**src/rtl/br_pred_if.sv**
```systemverilog
// Fetch/execute/statistics bundle for the br_pred branch predictor.
// master: pipeline side (drives fetch/execute/stall/flush, observes predictions and stats).
// slave : predictor side.
//   if_valid/if_pc/if_ir        fetch-stage instruction used for lookup
//   stall/flush                 pipeline control
//   pr_taken/pr_addr/pr_valid   registered prediction for the instruction in decode
//   ex_valid/ex_pc/ex_ir        execute-stage instruction used for training
//   ex_pr_taken/ex_pr_miss      travelled prediction and branch-ALU mispredict flag
//   br_cnt/miss_cnt             saturating branch and mispredict statistics
interface br_pred_if #(
    parameter int unsigned CNT_W = 32
);
    logic             if_valid;
    logic [63:0]      if_pc;
    logic [31:0]      if_ir;
    logic             stall;
    logic             flush;
    logic             pr_taken;
    logic [63:0]      pr_addr;
    logic             pr_valid;
    logic             ex_valid;
    logic [63:0]      ex_pc;
    logic [31:0]      ex_ir;
    logic             ex_pr_taken;
    logic             ex_pr_miss;
    logic [CNT_W-1:0] br_cnt;
    logic [CNT_W-1:0] miss_cnt;

    modport master (
        output if_valid, if_pc, if_ir, stall, flush,
        output ex_valid, ex_pc, ex_ir, ex_pr_taken, ex_pr_miss,
        input  pr_taken, pr_addr, pr_valid, br_cnt, miss_cnt
    );

    modport slave (
        input  if_valid, if_pc, if_ir, stall, flush,
        input  ex_valid, ex_pc, ex_ir, ex_pr_taken, ex_pr_miss,
        output pr_taken, pr_addr, pr_valid, br_cnt, miss_cnt
    );
endinterface

```
**src/rtl/br_pred.sv**
```systemverilog
// Dynamic branch predictor: a table of 2-bit saturating counters indexed by pc[IDX_W+1:2].
// Looks up the fetch PC combinationally and registers pr_taken/pr_addr/pr_valid (1-cycle
// latency); trains on the execute-stage resolution (actual = ex_pr_taken ^ ex_pr_miss).
// Ports:
//   clk    core clock
//   rst_n  asynchronous active-low reset
//   bp_io  br_pred_if slave: fetch/execute inputs, predictions and statistics outputs.
//          The interface's CNT_W must equal this module's CNT_W.
module br_pred #(
    parameter int unsigned BHT_ENTRIES = 64,
    parameter int unsigned IDX_W       = $clog2(BHT_ENTRIES),
    parameter int unsigned CNT_W       = 32
) (
    input  logic      clk,
    input  logic      rst_n,
    br_pred_if.slave  bp_io
);
    localparam logic [6:0] OpBranch = 7'b1100011;

    logic [1:0]       cnt_q [BHT_ENTRIES];
    logic [1:0]       cnt_d [BHT_ENTRIES];
    logic             pr_taken_q, pr_taken_d;
    logic             pr_valid_q, pr_valid_d;
    logic [63:0]      pr_addr_q, pr_addr_d;
    logic [CNT_W-1:0] br_cnt_q, br_cnt_d;
    logic [CNT_W-1:0] miss_cnt_q, miss_cnt_d;

    logic             f_br, e_br, actual, taken;
    logic [IDX_W-1:0] f_idx, e_idx;
    logic [1:0]       upd_cnt;
    logic [63:0]      offset, target;

    // Fields of the instructions and PCs that the predictor never looks at.
    logic unused_bits;
    assign unused_bits = ^{bp_io.if_ir[24:12], bp_io.ex_ir[31:7],
                           bp_io.ex_pc[63:IDX_W+2], bp_io.ex_pc[1:0]};

    assign f_br   = bp_io.if_valid && (bp_io.if_ir[6:0] == OpBranch);
    assign f_idx  = bp_io.if_pc[IDX_W+1:2];
    assign e_br   = bp_io.ex_valid && !bp_io.stall && (bp_io.ex_ir[6:0] == OpBranch);
    assign e_idx  = bp_io.ex_pc[IDX_W+1:2];
    assign actual = bp_io.ex_pr_taken ^ bp_io.ex_pr_miss;

    // Saturating counter step for the resolving branch.
    always_comb begin
        upd_cnt = cnt_q[e_idx];
        if (actual && cnt_q[e_idx] != 2'b11) begin
            upd_cnt = cnt_q[e_idx] + 2'd1;
        end else if (!actual && cnt_q[e_idx] != 2'b00) begin
            upd_cnt = cnt_q[e_idx] - 2'd1;
        end
    end

    always_comb begin
        cnt_d = cnt_q;
        if (e_br) begin
            cnt_d[e_idx] = upd_cnt;
        end
    end

    // Lookup reads the next-state table so a same-index update is bypassed into it.
    assign taken  = f_br && cnt_d[f_idx][1];
    assign offset = {{51{bp_io.if_ir[31]}}, bp_io.if_ir[31], bp_io.if_ir[7],
                     bp_io.if_ir[30:25], bp_io.if_ir[11:8], 1'b0};
    assign target = taken ? bp_io.if_pc + offset : bp_io.if_pc + 64'd4;

    always_comb begin
        pr_valid_d = pr_valid_q;
        pr_taken_d = pr_taken_q;
        pr_addr_d  = pr_addr_q;
        if (!bp_io.stall) begin
            pr_valid_d = f_br && !bp_io.flush;
            pr_taken_d = taken && !bp_io.flush;
            pr_addr_d  = target;
        end
    end

    always_comb begin
        br_cnt_d   = br_cnt_q;
        miss_cnt_d = miss_cnt_q;
        if (e_br && br_cnt_q != '1) begin
            br_cnt_d = br_cnt_q + CNT_W'(1);
        end
        if (e_br && bp_io.ex_pr_miss && miss_cnt_q != '1) begin
            miss_cnt_d = miss_cnt_q + CNT_W'(1);
        end
    end

    always_ff @(posedge clk or negedge rst_n) begin
        if (!rst_n) begin
            for (int i = 0; i < int'(BHT_ENTRIES); i++) begin
                cnt_q[i] <= 2'b01;
            end
            pr_taken_q <= 1'b0;
            pr_valid_q <= 1'b0;
            pr_addr_q  <= '0;
            br_cnt_q   <= '0;
            miss_cnt_q <= '0;
        end else begin
            cnt_q      <= cnt_d;
            pr_taken_q <= pr_taken_d;
            pr_valid_q <= pr_valid_d;
            pr_addr_q  <= pr_addr_d;
            br_cnt_q   <= br_cnt_d;
            miss_cnt_q <= miss_cnt_d;
        end
    end

    assign bp_io.pr_taken = pr_taken_q;
    assign bp_io.pr_valid = pr_valid_q;
    assign bp_io.pr_addr  = pr_addr_q;
    assign bp_io.br_cnt   = br_cnt_q;
    assign bp_io.miss_cnt = miss_cnt_q;
endmodule

```
**src/flat_wrapper.sv**
```systemverilog
// flat-port wrapper written by rule: the top's interface ports become plain ports
module br_pred_flat 
#(
    parameter int unsigned BHT_ENTRIES = 64,
    parameter int unsigned IDX_W       = $clog2(BHT_ENTRIES),
    parameter int unsigned CNT_W       = 32
)
  (clk, rst_n, bp_io_if_valid, bp_io_if_pc, bp_io_if_ir, bp_io_stall, bp_io_flush, bp_io_ex_valid, bp_io_ex_pc, bp_io_ex_ir, bp_io_ex_pr_taken, bp_io_ex_pr_miss, bp_io_pr_taken, bp_io_pr_addr, bp_io_pr_valid, bp_io_br_cnt, bp_io_miss_cnt);
  br_pred_if #(.CNT_W(CNT_W)) bp_io_i ();
  input  logic clk;
  input  logic rst_n;
  input wire logic [$bits(bp_io_i.if_valid)-1:0] bp_io_if_valid;
  input wire logic [$bits(bp_io_i.if_pc)-1:0] bp_io_if_pc;
  input wire logic [$bits(bp_io_i.if_ir)-1:0] bp_io_if_ir;
  input wire logic [$bits(bp_io_i.stall)-1:0] bp_io_stall;
  input wire logic [$bits(bp_io_i.flush)-1:0] bp_io_flush;
  input wire logic [$bits(bp_io_i.ex_valid)-1:0] bp_io_ex_valid;
  input wire logic [$bits(bp_io_i.ex_pc)-1:0] bp_io_ex_pc;
  input wire logic [$bits(bp_io_i.ex_ir)-1:0] bp_io_ex_ir;
  input wire logic [$bits(bp_io_i.ex_pr_taken)-1:0] bp_io_ex_pr_taken;
  input wire logic [$bits(bp_io_i.ex_pr_miss)-1:0] bp_io_ex_pr_miss;
  output wire logic [$bits(bp_io_i.pr_taken)-1:0] bp_io_pr_taken;
  output wire logic [$bits(bp_io_i.pr_addr)-1:0] bp_io_pr_addr;
  output wire logic [$bits(bp_io_i.pr_valid)-1:0] bp_io_pr_valid;
  output wire logic [$bits(bp_io_i.br_cnt)-1:0] bp_io_br_cnt;
  output wire logic [$bits(bp_io_i.miss_cnt)-1:0] bp_io_miss_cnt;
  assign bp_io_i.if_valid = bp_io_if_valid;
  assign bp_io_i.if_pc = bp_io_if_pc;
  assign bp_io_i.if_ir = bp_io_if_ir;
  assign bp_io_i.stall = bp_io_stall;
  assign bp_io_i.flush = bp_io_flush;
  assign bp_io_i.ex_valid = bp_io_ex_valid;
  assign bp_io_i.ex_pc = bp_io_ex_pc;
  assign bp_io_i.ex_ir = bp_io_ex_ir;
  assign bp_io_i.ex_pr_taken = bp_io_ex_pr_taken;
  assign bp_io_i.ex_pr_miss = bp_io_ex_pr_miss;
  assign bp_io_pr_taken = bp_io_i.pr_taken;
  assign bp_io_pr_addr = bp_io_i.pr_addr;
  assign bp_io_pr_valid = bp_io_i.pr_valid;
  assign bp_io_br_cnt = bp_io_i.br_cnt;
  assign bp_io_miss_cnt = bp_io_i.miss_cnt;
  br_pred #(.BHT_ENTRIES(BHT_ENTRIES), .IDX_W(IDX_W), .CNT_W(CNT_W)) u_core (.clk(clk), .rst_n(rst_n), .bp_io(bp_io_i));
endmodule
```
**config.mk**
```make
export PLATFORM = sky130hd
export DESIGN_NAME = br_pred_flat
export DESIGN_NICKNAME = d
export VERILOG_FILES = /design/src/rtl/br_pred_if.sv /design/src/rtl/br_pred.sv /design/src/flat_wrapper.sv
export SDC_FILE = /design/constraint.sdc
export NUM_CORES = 1
export LEC_CHECK = 0
export CAP_MARGIN = 40
export CORE_MARGIN = 5
export CORE_UTILIZATION = 30
export CTS_CLUSTER_DIAMETER = 40
export DETAILED_ROUTE_END_ITERATION = 16
export PLACE_DENSITY = 0.57
export REMOVE_ABC_BUFFERS = 1
export SLEW_MARGIN = 20
export SYNTH_ARGS = -nofsm -noshare
export SYNTH_HDL_FRONTEND = slang
export SYNTH_SLANG_ARGS = --single-unit
```
**constraint.sdc**
```tcl
create_clock -name clk -period 14.6 [get_ports clk]
set_clock_uncertainty 0.05 [all_clocks]
set_input_delay 2.19 -clock clk [delete_from_list [all_inputs] [get_ports clk]]
set_output_delay 2.19 -clock clk [all_outputs]
set_load 0.005 [all_outputs]
```
After elaboration in Yosys (flattened, before gate mapping)
Cells that the tools add are included.
{"block": "totals", "reg_bits": 258, "inputBits": 200, "out_inout_bits": 130, "word_cells": 115}
{"block": "op_classes", "addsub": 6, "magnitude_cmp": 3, "n_eq_ne": 5, "mux": 13, "bitwise_logic": 3, "n_reduce_logical": 16}
{"op": "bitwise mux 128 bit", "count": 1}
{"op": "2-to-1 mux 128 bit", "count": 1}
{"op": "adder 32 x 1 -> 32 bit (second input constant)", "count": 2}
{"op": "adder 64 x 3 -> 64 bit (second input constant)", "count": 1}
{"op": "adder 64 bit", "count": 1}
{"op": "2-to-1 mux 64 bit", "count": 1}
{"op": "inequality test 32 bit (second input constant)", "count": 2}
{"op": "binary-select mux 2 bit (select 6 bit)", "count": 2}
{"op": "equality test 7 bit (second input constant)", "count": 2}
{"op": "greater-or-equal comparator 7 bit (second input constant)", "count": 2}
{"op": "2-to-1 mux 2 bit", "count": 7}
{"op": "NOT 6 -> 7 bit", "count": 2}
{"op": "demux 2 bit (select 6 bit)", "count": 1}
{"op": "logical AND 1 bit", "count": 12}
{"op": "< comparator 7 x 1 -> 1 bit (second input constant)", "count": 1}
{"op": "logical NOT 1 bit", "count": 3}
{"op": "adder 2 x 1 -> 2 bit (second input constant)", "count": 1}
{"op": "inequality test 2 bit (second input constant)", "count": 1}
{"op": "nonzero test 2 bit", "count": 1}
{"op": "subtractor 2 x 1 -> 2 bit (second input constant)", "count": 1}
{"op": "bitwise XOR 1 bit", "count": 1}

Logic depth before layout (Yosys ltp)
Gate-level depths: netlist of the first run.
{"block": "logic_depth", "ltp_word": 15, "depth_mapped": 29, "depth_no_buf": 20}

Least setup slack after synthesis of the first run
Ideal clock, no wire load.
{"block": "synth_timing", "path_kind": "input to register", "startpoint": "input port bp_io_ex_pc[3]", "endpoint": "register u_core.pr_addr_q[33] (netlist: u_core.bp_io.pr_addr[33])", "setup_time_ns": 0.125, "t_arrival_ns": 7.104, "slack_ns": 7.321, "cell_stages": 24, "cell_sequence": "buf_2 nor2b_1 and2_1 clkbuf_1 clkbuf_1 a22oi_1 nand4_1 nor2_1 a311oi_1 a21oi_1 mux2_2 ha_1 a31o_2 buf_2 buf_2 buf_1 mux2i_1 mux4_2 o211ai_1 a31oi_1 a311oi_2 buf_4 mux2_1 mux2_2"}
{"block": "synth_between", "elab_chain_len": 15, "elab_cells_between_ends": 24}
{"item": "from (decl)", "line_no": "flat_wrapper.sv:18", "rtl": "input wire logic [$bits(bp_io_i.ex_pc)-1:0] bp_io_ex_pc;"}
{"item": "NOT 6 -> 7 bit (implied by the code) (*)"}
{"item": "branches (longest 7 deep; another with subtractor 2 x 1 -> 2 bit)"}
{"item": "bitwise mux 128 bit (*)", "line_no": "br_pred.sv:57", "rtl": "cnt_d[e_idx] = upd_cnt;"}
{"item": "2-to-1 mux 128 bit (*)", "line_no": "br_pred.sv:56", "rtl": "if (e_br) begin"}
{"item": "binary-select mux 2 bit (select 6 bit) (*)", "line_no": "br_pred.sv:62", "rtl": "assign taken = f_br && cnt_d[f_idx][1];"}
{"item": "2-to-1 mux 2 bit (implied by the code) (*) (2 in a row)", "line_no": "br_pred.sv:62"}
{"item": "logical AND 1 bit (*)", "line_no": "br_pred.sv:62"}
{"item": "2-to-1 mux 64 bit (*)", "line_no": "br_pred.sv:65", "rtl": "assign target = taken ? bp_io.if_pc + offset : bp_io.if_pc + 64'd4;"}
{"item": "to (signal assigned)", "line_no": "br_pred.sv:103", "rtl": "pr_addr_q <= pr_addr_d;"}
{"item": "to (decl)", "line_no": "br_pred.sv:24", "rtl": "logic [63:0] pr_addr_q, pr_addr_d;"}
Every way passes the cells marked *. The select of a mux whose other input is x is not followed.
A chain may end at the register's enable or synchronous reset.

Final worst setup path of the first run
{"block": "layout_timing", "startpoint": "input port bp_io_ex_pc[4]", "endpoint": "register u_core.pr_addr_q[33] (netlist: u_core.bp_io.pr_addr[33])"}
Same word-level chain as after synthesis.

==> flow_summary.toml, run 1 <==
[timing]
period_share_pct = 64.5
setup_viol_count_final = 0
rsz0062_at_grt = "false"
worst_pin_slew_ns = 1.00
hold_violations = 0
report.final.slew_viol_count = 0
fmax_mhz = 106
slew_headroom_pct = 33.0
min_period_ns = 9.42
finalSetupTns_ns = 0

[yosys]
synthMuxAreaShare_pct = 6.05
ys_top_cells_by_count = "nand2_1 (260), dfrtp_1 (194), nor2_1 (118)"
ys_seq_area_share_pct = 37.0
synth-simple-area-share_pct = 19.7
ys_seq_elements = 258
synth_top_area_share_pct = 27.5
yosysMostFrequentCell = "nand2_1"
synth_top_flop_cell = "dfrtp_1"
avgSynthCellArea_um2 = 8.80
yosysTopAreaCell = "dfrtp_1"
synth_compound_area_share_pct = 18.7
ys.warnings.count = 0
synth_xor_area_share_pct = 8.98
synth-edff-count = 0
synthDistinctLibCells = 83
synth_top_family_by_area = "simple AND/OR/NAND/NOR gates"
synthTopCellsByArea = "dfrtp_1 (28%), dfstp_2 (9.5%), xnor2_1 (5.7%), nand2_1 (5.5%), ha_1 (4.8%)"
synthAdderAreaFrac_pct = 4.93
mappedNetlistArea_um2 = 17600
synth_cells = 2006
synthArstFlopShare_pct = 100

[power_and_ir_drop]
power.leakage_nw = 9.63
totalPowerFinal_mw = 2.46
powerDensity_nw_per_um2 = 108
vdd_ir_drop_max_v = 0.0000817

[worst_setup_path]
cp-end-kind = "register"
crit_required_ns = 15.04
r2r_end = "u_core.bp_io.pr_addr[33]"
cp_data_arrival_time_ns = 9.86
rr_worst_depth = 21
worstPathMaxFanout = 41
critPathKind = "in -> reg"
worstSetupStartpointType = "primary input"
reg2reg_setup_slack_ns = 7.89

[detailed_routing]
dr.pass1.iters = 5
drt_iter0_markers = 1181
post-route-drc-count = 0
viasPerCell = 5.31
via_count = 16100
wl_um = 57600
ant_nets = 0
avgRoutedWirePerCell_um = 19.0

[grt]
grt_pass1_wl_um = 91100
grt.total_usage_pct = 17.5
grt_max_degree = 169
grt_pass1_vias = 16300
antenna_found_initial = 3
grt_overflow = 0

[hold_path]
hold_path.class = "reg -> reg"
whs_path_depth = 2

[clock_network]
clockBufferDepth = 3
cts_resized = 0
clock-sinks = 258
cts_root_buffer = "clkbuf_16"
clk_pin_slew_ns = 0.05
clkLatencyLatePin_ns = 0.61
cts_setup_buffers = 0
h-tree-depth = 2
cts_made_buffers = 57
cts_tree = "done"
cts_hold_buf = 0

[placement]
gp_congestion = 0.910
io_buffers = 233
dpl.hpwl_um = 41700

[floorplanning]
die_w_um = 253
rows = 89
io_pins = 330
dieArea_um2 = 63800
core_area_um2 = 58700
die_h_um = 253
start_util_pct = 30.1

[job]
cap_viol_max_count = 0

[cells_and_area]
syn2layout_area_growth_pct = 28.9
finish.net_count = 2480
diodes = 0
n_fill_cell = 5844
drive_gt1_share_pct = 11.9

[status]
status = "finished, final reports clean"
## per-stage QoR
| step | std cells | instance area, um2 | hold slack, ns | setup WS, ns | utilization [%] |
|---|---|---|---|---|---|
| 2_1_floorplan | 1886 | 17100 | 0.393 | 3.48 | - |
| 3_3_place_gp | 2915 | 20700 | 0.401 | 3.89 | 35.2 |
| 3_5_place_dp | 2924 | 20800 | 0.407 | 4.57 | 35.4 |
| 4_1_cts | 3032 | 22700 | 0.413 | 5.19 | 38.8 |
| 5_1_grt | 3033 | 22800 | 0.418 | 4.75 | 38.8 |
| 6_report | 3033 | 22800 | 0.410 | 5.18 | 38.8 |
## power by group
| group | internal (mW) | switching [mW] | total, mW | leakage [nW] |
|---|---|---|---|---|
| registers | 0.735 | 0.0117 | 0.747 | 3.20 |
| logic | 0.161 | 0.230 | 0.392 | 5.45 |
| clock network | 0.873 | 0.448 | 1.32 | 0.977 |
| total | 1.77 | 0.690 | 2.46 | 9.63 |
## worst max-delay path: stages
cell,delay [ns]
clkdlybuf4s50_1,0.75
nor2_1,0.31
and2_1,0.69
buf_4,0.31
a22oi_1,0.08
nand4_1,0.13
nor2_1,0.06
a311o_1,0.33
a31oi_1,0.50
inv_1,0.10
ha_1,0.31
a31o_2,0.43
buf_12,0.24
mux2i_1,0.11
mux4_2,0.49
nor4b_1,0.16
or4_1,0.63
a311oi_4,0.25
buf_4,0.35
buf_4,0.45
buf_12,0.27
mux2_1,0.35
mux2_2,0.26
## layer usage
layer / GRT usage [%] / share of wire [%] / vias up / wire [um]
met2: 29.1 / 47 / 503 / 27100
li1: - / - / 7703 / -
met3: 3.74 / 7.0 / 114 / 4010
met1: 23.1 / 43 / 7774 / 25000
met5: 0 / 0.082 / - / 47
met4: 4.82 / 2.5 / 6 / 1420
## worst max path at each step
| stage | start | to | slack, ns | cells past startpoint |
|---|---|---|---|---|
| 3_5_place_dp | bp_io_ex_pc[4] | u_core.bp_io.pr_addr[33] | 4.57 | 23 |
| 5_1_grt | bp_io_ex_pc[4] | u_core.bp_io.pr_addr[33] | 4.75 | 23 |
| 6_report | bp_io_ex_pc[4] | u_core.bp_io.pr_addr[33] | 5.18 | 23 |
| 4_1_cts | bp_io_ex_pc[4] | u_core.bp_io.pr_addr[33] | 5.19 | 23 |
| 2_1_floorplan | bp_io_ex_pc[3] | u_core.bp_io.pr_addr[60] | 3.48 | 16 |
| 3_3_place_gp | bp_io_ex_pc[4] | u_core.bp_io.pr_addr[33] | 3.89 | 20 |
## cell families after synthesis
| logic type | count (synthesis) |
|---|---|
| XOR/XNOR | 181 |
| multiplexers | 95 |
| adder cells (fa/ha/maj) | 69 |
| AND/OR/NAND/NOR | 708 |
| AO/OA/AOI/OAI | 496 |
| buffers and inverters | 199 |
| flip-flops | 258 |
## cells in the final DEF, fill, tap and decap left out, types with 17 or more instances in the layout
cell	netlist	routed
and3_1	32	32
a22o_1	17	17
a221oi_1	20	20
nor3_1	62	62
nand2_1	260	260
nand3_1	78	78
o21ai_0	107	107
xor2_1	66	66
inv_1	78	78
a31oi_1	20	20
clkbuf_16	0	58
ha_1	68	68
clkdlybuf4s50_1	0	230
a311oi_1	25	25
xnor2_1	115	114
mux2i_1	65	65
a21o_1	44	44
nor2_1	118	117
dfstp_2	64	64
nand4_1	50	50
buf_4	5	23
a21oi_1	83	83
o21ai_1	40	40
mux2_2	22	22
dfrtp_1	194	194
a22oi_1	28	28
## area by class of cell
class                           instances  area, um2  share of cell area, %
Inverter                               79        297                   1.30
Clock inverter                         36        423                   1.86
Clock buffer                           72       1570                   6.92
Sequential cell                       258       6540                   28.7
Multi-Input combinational cell       1549      10300                   45.4
Timing Repair Buffer                  266       2620                   11.5
Tap cell                              773        967                   4.25
(Power assumes the default switching activity.)
==> run 2, diff against run 1 <==
==> constraint.sdc (replaced) <==
create_clock -name clk -period 8.9 [get_ports clk]
set_clock_uncertainty 0.05 [all_clocks]
set_input_delay 1.335 -clock clk [delete_from_list [all_inputs] [get_ports clk]]
set_output_delay 1.335 -clock clk [all_outputs]
set_load 0.005 [all_outputs]
==> flow_summary.toml, run 2 (synthesis results as in run 1) <==
[cells_and_area]
syn2layout_area_growth_pct = 29.8
finish.net_count = 2505
layout_common_cells = "nand2_1 (260), clkdlybuf4s50_1 (230), dfrtp_1 (194)"
diodes = 0
multiInputGateArea_um2 = 10300
final_common_cell = "nand2_1"
regArea_um2 = 6540
post-route-util_pct = 39.0
n_fill_cell = 5839
drive_gt1_share_pct = 12.8

[worst_setup_path]
cp_cell_sequence = "clkdlybuf4s50_1, and3b_1, buf_4, a22o_1, a221oi_1, nand3_1, nor2_1, a311oi_1, a21oi_1, mux2_2, ha_1, a31o_2, mux2i_1, mux4_2, nor4b_1, or4_1, a311oi_4, buf_12, buf_4, mux2i_1, o21ai_1"
rr_worst_depth = 20
crit_slowest_cell = "clkdlybuf4s50_1"
critPathKind = "in -> reg"
r2r_end = "u_core.bp_io.pr_addr[21]"
reg2reg_setup_slack_ns = 3.36
slowest_delay_ns = 0.91
worstPathMaxFanout = 18
cp_data_arrival_time_ns = 7.60
worstSetupStartpointType = "primary input"
cp-end-kind = "register"
crit_required_ns = 9.29

[clock_network]
clkLatencyLatePin_ns = 0.59
clock-sinks = 258
cts_root_buffer = "clkbuf_16"
cts_hold_buf = 0
clk_pin_slew_ns = 0.05
clockBufferDepth = 3
cts_setup_buffers = 0
h-tree-depth = 2
cts_resized = 0
cts_made_buffers = 53
cts_tree = "done"

[floorplanning]
die_w_um = 253
dieArea_um2 = 63800
rows = 89
die_h_um = 253
io_pins = 330
start_util_pct = 30.1
core_area_um2 = 58700

[job]
cap_viol_max_count = 0

[timing]
report.final.slew_viol_count = 0
fmax_mhz = 139
period_share_pct = 81.0
worst_slack_ns = 1.69
min_period_ns = 7.21
rsz0062_at_grt = "false"
worst_pin_slew_ns = 0.980
setup_viol_count_final = 0
hold_violations = 0
finalSetupTns_ns = 0
slew_headroom_pct = 34.7

[detailed_routing]
drt_iter0_markers = 1210
avgRoutedWirePerCell_um = 18.9
post-route-drc-count = 0
via_count = 16200
ant_nets = 0
wl_um = 57700
viasPerCell = 5.31
dr.pass1.iters = 7

[placement]
dpl.hpwl_um = 42600
gp_congestion = 0.942
dpl_worst_slack_ns = 1.13
io_buffers = 233

[grt]
grt.total_usage_pct = 17.4
grt_pass1_vias = 16200
grt_pass1_wl_um = 90500
grt_max_degree = 139
antenna_found_initial = 4
grt_overflow = 0

[power_and_ir_drop]
powerDensity_nw_per_um2 = 173
power.leakage_nw = 9.70
vdd_ir_drop_max_v = 0.000125
totalPowerFinal_mw = 3.95

[hold_path]
whs_path_depth = 2
hold_path.class = "reg -> reg"

[status]
status = "finished, final reports clean"
## run 2: cell types whose count changed in the layout (fill, tap and decap cells not counted), moves of 2 or more
cell / change
buf_12: +4
buf_2: -3
buf_4: +26
bufinv_16: +2
clkbuf_1: -4
clkbuf_16: -5
clkbuf_8: -5
clkinv_2: -3
clkinv_8: +2
clkinvlp_4: +7
inv_6: -3
inv_8: +2
## run 2: final cells by class
cell class                      count  area share, %
Multi-Input combinational cell   1549           45.1
Inverter                           79           1.29
Clock inverter                     42           2.27
Sequential cell                   258           28.5
Tap cell                          773           4.22
Timing Repair Buffer              295           12.6
Clock buffer                       58           5.96
## run 2: how the worst max path moves through the flow
stage                               from                       end  slack, ns  depth (start not counted)
after CTS                 bp_io_ex_pc[4]  u_core.bp_io.pr_addr[45]       1.73                         21
final                     bp_io_ex_pc[4]  u_core.bp_io.pr_addr[21]       1.69                         21
after global routing      bp_io_ex_pc[4]  u_core.bp_io.pr_addr[41]       1.34                         21
after detailed placement  bp_io_ex_pc[4]  u_core.bp_io.pr_addr[45]       1.13                         21
after floorplan           bp_io_ex_pc[3]  u_core.bp_io.pr_addr[60]      -1.37                         16
after global placement    bp_io_ex_pc[4]  u_core.bp_io.pr_addr[33]       1.16                         20
## run 2: power by group
group | leakage [nW] | switching (mW) | total (mW) | internal (mW)
clock | 0.894 | 0.724 | 2.08 | 1.35
combinational | 5.60 | 0.378 | 0.648 | 0.270
sequential | 3.20 | 0.0198 | 1.23 | 1.21
total | 9.70 | 1.12 | 3.95 | 2.83
## run 2: per-layer routing
| layer | up-vias | GRT usage [%] | wire length (um) |
|---|---|---|---|
| met1 | 7819 | 22.7 | 24800 |
| met4 | 8 | 4.95 | 1650 |
| met2 | 533 | 28.9 | 27200 |
| li1 | 7753 | - | - |
| met5 | - | 0 | 61 |
| met3 | 117 | 4.33 | 3980 |
## run 2: metrics by stage
step	cells	instance area [um2]	hold WS, ns
after floorplan	1886	17100	0.393
after global placement	2946	20900	0.401
after detailed placement	2953	21000	0.405
after CTS	3053	22900	0.412
after global routing	3054	22900	0.429
final	3054	22900	0.409
## run 2: worst max-delay path, delay by kind of cell
family / cells / cell delay, ns
buf+inv: 4 / 1.60
compound gates: 7 / 1.39
fa+ha+maj: 1 / 0.30
mux: 4 / 1.36
simple gates: 5 / 1.59
